[src/rtl/aes_pkg.sv]
// Shared AES-128 constants and GF(2^8) helpers for the AddRoundKey stage.
//   AES_DATA_LEN : width of the state and key buses (only 128 is supported)
//   NUM_ROUNDS   : index of the final round (rounds are numbered 0..10)
//   RCON_INIT    : round constant used for the first key expansion step
//   RCON_POLY    : reduction constant for xtime (x^8 + x^4 + x^3 + x + 1)
//   xtime()      : multiply by x in GF(2^8)
package aes_pkg;

  localparam int          AES_DATA_LEN = 128;
  localparam logic [3:0]  NUM_ROUNDS   = 4'd10;
  localparam logic [7:0]  RCON_INIT    = 8'h01;
  localparam logic [7:0]  RCON_POLY    = 8'h1B;

  function automatic logic [7:0] xtime(input logic [7:0] a);
    xtime = {a[6:0], 1'b0} ^ (a[7] ? RCON_POLY : 8'h00);
  endfunction

endpackage

[src/rtl/aes_sbox.sv]
// Forward AES S-box, purely combinational.
//   in_byte  : input byte
//   out_byte : SubBytes(in_byte)
// The substitution is computed as the multiplicative inverse in GF(2^8)
// (a^254, with 0 mapping to 0) followed by the FIPS-197 affine transform.
module aes_sbox
  import aes_pkg::*;
(
  input  logic [7:0] in_byte,
  output logic [7:0] out_byte
);

  function automatic logic [7:0] gf_mul(input logic [7:0] a, input logic [7:0] b);
    logic [7:0] p;
    logic [7:0] x;
    p = 8'h00;
    x = a;
    for (int i = 0; i < 8; i++) begin
      if (b[i]) p = p ^ x;
      x = xtime(x);
    end
    return p;
  endfunction

  function automatic logic [7:0] rotl8(input logic [7:0] v, input int n);
    logic [15:0] dbl;
    dbl = {v, v} << n;
    return dbl[15:8];
  endfunction

  logic [7:0] x2, x3, x6, x12, x15, x30, x60, x120, x240, x252, inv;

  // Addition chain for a^254: 254 = 240 + 12 + 2
  always_comb begin
    x2   = gf_mul(in_byte, in_byte);
    x3   = gf_mul(x2, in_byte);
    x6   = gf_mul(x3, x3);
    x12  = gf_mul(x6, x6);
    x15  = gf_mul(x12, x3);
    x30  = gf_mul(x15, x15);
    x60  = gf_mul(x30, x30);
    x120 = gf_mul(x60, x60);
    x240 = gf_mul(x120, x120);
    x252 = gf_mul(x240, x12);
    inv  = gf_mul(x252, x2);
  end

  assign out_byte = inv ^ rotl8(inv, 1) ^ rotl8(inv, 2) ^ rotl8(inv, 3)
                  ^ rotl8(inv, 4) ^ 8'h63;

endmodule

[src/rtl/add_round_key.sv]
// AES-128 AddRoundKey stage with an on-the-fly key schedule.
// Each accepted block is XORed with the current round key; the key is then
// advanced to the next round key in the same edge, wrapping back to the
// cipher key after round 10 so the next encryption needs no reload.
//   clk        : clock, rising edge
//   reset      : asynchronous, active-high
//   valid_in   : data_in carries a state block
//   data_in    : state block, byte 0 in bits [127:120]
//   key_load   : one-cycle pulse, captures key_in as cipher key
//   key_in     : AES-128 cipher key
//   valid_out  : data_out holds a fresh result
//   data_out   : data_in XOR round key (held while valid_out = 0)
//   round_out  : round index of the block on data_out   (AES_ARK_ROUND_TAG_EN)
//   last_round : high with valid_out on round 10         (AES_ARK_ROUND_TAG_EN)
// Build option: define AES_ARK_ROUND_TAG_EN to expose round_out/last_round.
module add_round_key
  import aes_pkg::*;
#(
  parameter int DATA_LEN = AES_DATA_LEN
) (
  input  logic                clk,
  input  logic                reset,
  input  logic                valid_in,
  input  logic [DATA_LEN-1:0] data_in,
  input  logic                key_load,
  input  logic [DATA_LEN-1:0] key_in,
  output logic                valid_out,
  output logic [DATA_LEN-1:0] data_out
`ifdef AES_ARK_ROUND_TAG_EN
  ,
  output logic [3:0]          round_out,
  output logic                last_round
`endif
);

  logic [DATA_LEN-1:0] cipher_key;
  logic [DATA_LEN-1:0] round_key;
  logic [DATA_LEN-1:0] next_key;
  logic [3:0]          round;
  logic [7:0]          rcon;
  logic                key_ready;
  logic                accept;

  logic [31:0] w0, w1, w2, w3;
  logic [31:0] rot_w3, sub_w3, t;
  logic [31:0] n0, n1, n2, n3;

  // key_load takes priority: a block arriving with it is dropped
  assign accept = valid_in & key_ready & ~key_load;

  assign w0     = round_key[127:96];
  assign w1     = round_key[95:64];
  assign w2     = round_key[63:32];
  assign w3     = round_key[31:0];
  assign rot_w3 = {w3[23:0], w3[31:24]};

  for (genvar g = 0; g < 4; g++) begin : g_subword
    aes_sbox u_sbox (
      .in_byte  (rot_w3[8*g +: 8]),
      .out_byte (sub_w3[8*g +: 8])
    );
  end

  assign t  = sub_w3 ^ {rcon, 24'h000000};
  assign n0 = w0 ^ t;
  assign n1 = w1 ^ n0;
  assign n2 = w2 ^ n1;
  assign n3 = w3 ^ n2;
  assign next_key = {n0, n1, n2, n3};

  always_ff @(posedge clk or posedge reset) begin
    if (reset) begin
      valid_out  <= 1'b0;
      data_out   <= '0;
      key_ready  <= 1'b0;
      cipher_key <= '0;
      round_key  <= '0;
      round      <= 4'd0;
      rcon       <= RCON_INIT;
    end else begin
      valid_out <= 1'b0;
      if (key_load) begin
        cipher_key <= key_in;
        round_key  <= key_in;
        round      <= 4'd0;
        rcon       <= RCON_INIT;
        key_ready  <= 1'b1;
      end else if (accept) begin
        valid_out <= 1'b1;
        data_out  <= data_in ^ round_key;
        if (round == NUM_ROUNDS) begin
          round     <= 4'd0;
          round_key <= cipher_key;
          rcon      <= RCON_INIT;
        end else begin
          round     <= round + 4'd1;
          round_key <= next_key;
          rcon      <= xtime(rcon);
        end
      end
    end
  end

`ifdef AES_ARK_ROUND_TAG_EN
  // Tags update only with data_out, so they describe the block being held
  always_ff @(posedge clk or posedge reset) begin
    if (reset) begin
      round_out  <= 4'd0;
      last_round <= 1'b0;
    end else begin
      last_round <= 1'b0;
      if (accept) begin
        round_out  <= round;
        last_round <= (round == NUM_ROUNDS);
      end
    end
  end
`endif

endmodule

[config.mk]
export PLATFORM = sky130hd
export DESIGN_NAME = add_round_key
export DESIGN_NICKNAME = d
export VERILOG_FILES = /design/src/rtl/aes_pkg.sv /design/src/rtl/aes_sbox.sv /design/src/rtl/add_round_key.sv
export SDC_FILE = /design/constraint.sdc
export NUM_CORES = 2
export LEC_CHECK = 0
export CAP_MARGIN = 10
export CELL_PAD_IN_SITES_DETAIL_PLACEMENT = 0
export CELL_PAD_IN_SITES_GLOBAL_PLACEMENT = 1
export CORE_ASPECT_RATIO = 1.1
export CORE_UTILIZATION = 48
export CTS_CLUSTER_DIAMETER = 200
export CTS_CLUSTER_SIZE = 40
export DETAILED_ROUTE_END_ITERATION = 8
export GPL_TIMING_DRIVEN = 1
export PLACE_DENSITY = 0.93
export SETUP_SLACK_MARGIN = 0.15
export SLEW_MARGIN = 15
export SYNTH_ARGS = -nofsm -noshare
export SYNTH_HDL_FRONTEND = slang
export SYNTH_SLANG_ARGS = --single-unit
[constraint.sdc]
create_clock -name clk -period 24.9 [get_ports clk]
set_clock_uncertainty 0.05 [all_clocks]
set_input_delay 2.49 -clock clk [delete_from_list [all_inputs] [get_ports clk]]
set_output_delay 2.49 -clock clk [all_outputs]
set_load 0.05 [all_outputs]
==> summary.txt <==
STA
  – Unrepaired setup endpoints after global routing: no
  – Setup_tns: 0 ns
  – Tcrit/Tclk final: 93.0%
  – Worst-margin pin slew: 1.21 ns
  – Final Hold Vio Count: 0
  – Slew headroom: 19.3%
  – Endpoints failing setup: 0
  – Tmin final: 23.15 ns
  – Fmax: 43.2 MHz
  – Max-slew violation count: 0

Synthesis
  – Netlist Area Pre-Place: 62600 sq um
  – Most used DFF post-synth: dfrtp_1
  – Top-count cell post-synth: xnor2_1
  – Yosys warning count: 0
  – Async S/R FF share, synth: 100%
  – Share of the synthesized area in the top cell type: 20.2%
  – Avg Inst Size Synth: 8.46 sq um
  – Seq/Total Area, Yosys: 15.9%
  – Synth cell count leaders: xnor2_1 (1446), nand2_1 (819), nor2_1 (775)
  – Flops & latches, synth: 398
  – Area leader, netlist: xnor2_1
  – Post-synth EDFFs: 0
  – Cells after Synth: 7396
  – Syn Nets: 7686
  – Distinct cells, synth: 114
  – Synth area leaders: xnor2_1 (20%), dfrtp_1 (16%), xnor3_1 (11%)

Layout
  – NumNets Final: 7851
  – Area delta synth->final: 10.1%
  – Share of cells above drive strength 1: 8.46%
  – Post-Layout Cell Count: 9255

Clock network
  – Clock sinks: 398
  – Post-CTS setup buffer count: 0
  – Max Root-Sink Buffers: 3
  – Cts bufs inserted: 15
  – H-tree lvl count: 1
  – Worst-path clk slew: 0.17 ns
  – Worst-skew pair later-pin latency: 0.64 ns
  – CTS tree: yes
  – Clk root buf: clkbuf_16

Job
  – Max Cap Viol: 0

Setup path
  – Worst EP required: 25.42 ns
  – WS Path Type: reg -> reg
  – Crit path top cell by count: xnor2_1
  – Worst Path Arrival: 23.66 ns
  – Type of origin of the critical path: register
  – Reg2reg setup slack: 1.75 ns
  – Crit path max fanout: 23
  – Largest stage delay on the critical path: 0.99 ns
  – Critical path capture point type: register
  – Slowest cell on the critical path: dfrtp_1
  – Crit Reg-Reg Endpoint: round_key[1]
  – Setup crit start: round_key[24]
  – Worst Setup EP: round_key[1]
  – R2R depth: 65
  – Worst r2r src: round_key[24]

Hold path
  – Hold crit path type: reg -> reg

Floorplan
  – Starting Density: 48.5%
  – Die width: 346 microns
  – Die ar.: 132000 sq um
  – Chip Height: 381 microns
  – # rows: 138
  – Core area: 129000 sq um
  – I/O Pins: 389

Route
  – DRC Markers: 5
  – Final wirelength: 188 mm
  – DR vias: 54.5k
  – DR pass1 iterations: 9
  – Final antenna-violating net count: 1
  – Vias per cell: 5.89
  – WL per Instance: 20.3 microns
  – DR iter-0 viols: 4966

GRT
  – Vias in the first global route: 52.3k
  – Wire length of the first global-routing pass: 296 mm
  – Initial antenna violation count: 10
  – Largest net degree at the start of global routing: 109
  – Total Routing Usage GR: 27.5%
  – Grt total ovfl: 0

Run status
  – Failing checks: antenna violations, design-rule violations
  – Status: finished, violations left

Placed design
  – Global placement routability congestion: 0.951
  – PortBufs: 388
  – DP Cell Count: 9224
  – Dpl hpwl: 139 mm
[sequential cells by signal, indices dropped and copies added, names as in the netlist]
register and flops:
cipher_key 128, data_out 128, round_key 128, rcon 8, round 4, key_ready 1, valid_out 1
[per-stage QoR]
stage,instance area [sq um],setup slack (ns),utilization [%],hold WS (ns)
finish,68900,1.75,53.4,0.434
CTS,68800,1.05,53.4,0.436
floorplan,62600,5.92,-,0.411
global route,68900,0.308,53.4,0.465
global placement,68400,1.48,53.0,0.411
detailed placement,68400,1.13,53.0,0.420
[placed cells by master (no fill, tap or decap), types with 26 or more instances in the layout]
master / count
a211oi_1: 65
a21oi_1: 293
a222oi_1: 65
a22oi_1: 50
a31oi_1: 35
and2_1: 40
and3_1: 37
buf_4: 247
clkdlybuf4s50_1: 387
dfrtp_1: 396
ha_1: 30
inv_1: 116
mux2_2: 157
mux2i_1: 213
nand2_1: 817
nand2b_1: 75
nand3_1: 116
nor2_1: 773
nor2b_1: 58
nor3_1: 138
nor3b_1: 26
o211ai_1: 38
o21ai_0: 388
o21ai_1: 39
o22ai_1: 100
or3_1: 28
xnor2_1: 1429
xnor2_2: 95
xnor3_1: 310
xor2_1: 415
xor3_1: 45
[cell type report]
| class | instances | area, sq um |
|---|---|---|
| timing repair buffer | 635 | 5740 |
| antenna | 10 | 25.0 |
| inverter | 145 | 552 |
| clock buffer | 17 | 383 |
| tap | 1680 | 2100 |
| clock inverter | 4 | 85.1 |
| multi-input combinational | 6366 | 50100 |
| sequential | 398 | 9960 |
| fill | 11841 | 60100 |
[cell families (layout without fill, tap and decap cells)]
| logic type | count (synthesis) | after routing | share of synthesized area [%] |
|---|---|---|---|
| buf+inv | 632 | 801 | 4.41 |
| flops | 398 | 398 | 15.9 |
| other cells | 0 | 10 | 0 |
| mux | 375 | 375 | 6.38 |
| fa+ha+maj | 30 | 30 | 0.600 |
| xor+xnor | 2339 | 2339 | 42.5 |
| simple gates | 2235 | 2235 | 15.7 |
| compound gates | 1387 | 1387 | 14.5 |
[what timing repair did]
item / in CTS / in global routing
resized for setup: 0 / 4
hold buffers: 0 / 0
endpoints found under the setup margin: 0 / 32
[how the worst min path moves through the flow]
stage | endpoint | start | slack [ns] | cells past startpoint
after detailed placement | data_out[109] | data_out[109] | 0.42 | 2
after floorplan | round_key[32] | cipher_key[32] | 0.41 | 2
after global routing | rcon[2] | rcon[1] | 0.47 | 1
final | rcon[2] | rcon[1] | 0.43 | 1
after CTS | rcon[2] | rcon[1] | 0.44 | 1
after global placement | data_out[70] | data_out[70] | 0.41 | 2
[layer usage]
| layer | GRT usage [%] | up-vias | routed length, microns |
|---|---|---|---|
| met1 | 37.0 | 26440 | 80000 |
| met3 | 3.17 | 314 | 12900 |
| met2 | 45.4 | 2033 | 88500 |
| met4 | 10.2 | 4 | 6790 |
| met5 | 0 | - | 26 |
| li1 | - | 25717 | - |
[worst max-delay path: cells and delay by family (launching register included)]
kind | cells | cell delay [ns]
xor+xnor | 37 | 14.79
simple gates | 10 | 1.61
buf+inv | 6 | 1.38
fa+ha+maj | 4 | 1.61
compound gates | 8 | 2.58
flops | 1 | 0.99
Power is left out: the tool's default activity adds up to more than one toggle a clock period on the data nets, which glitch-free logic cannot reach.
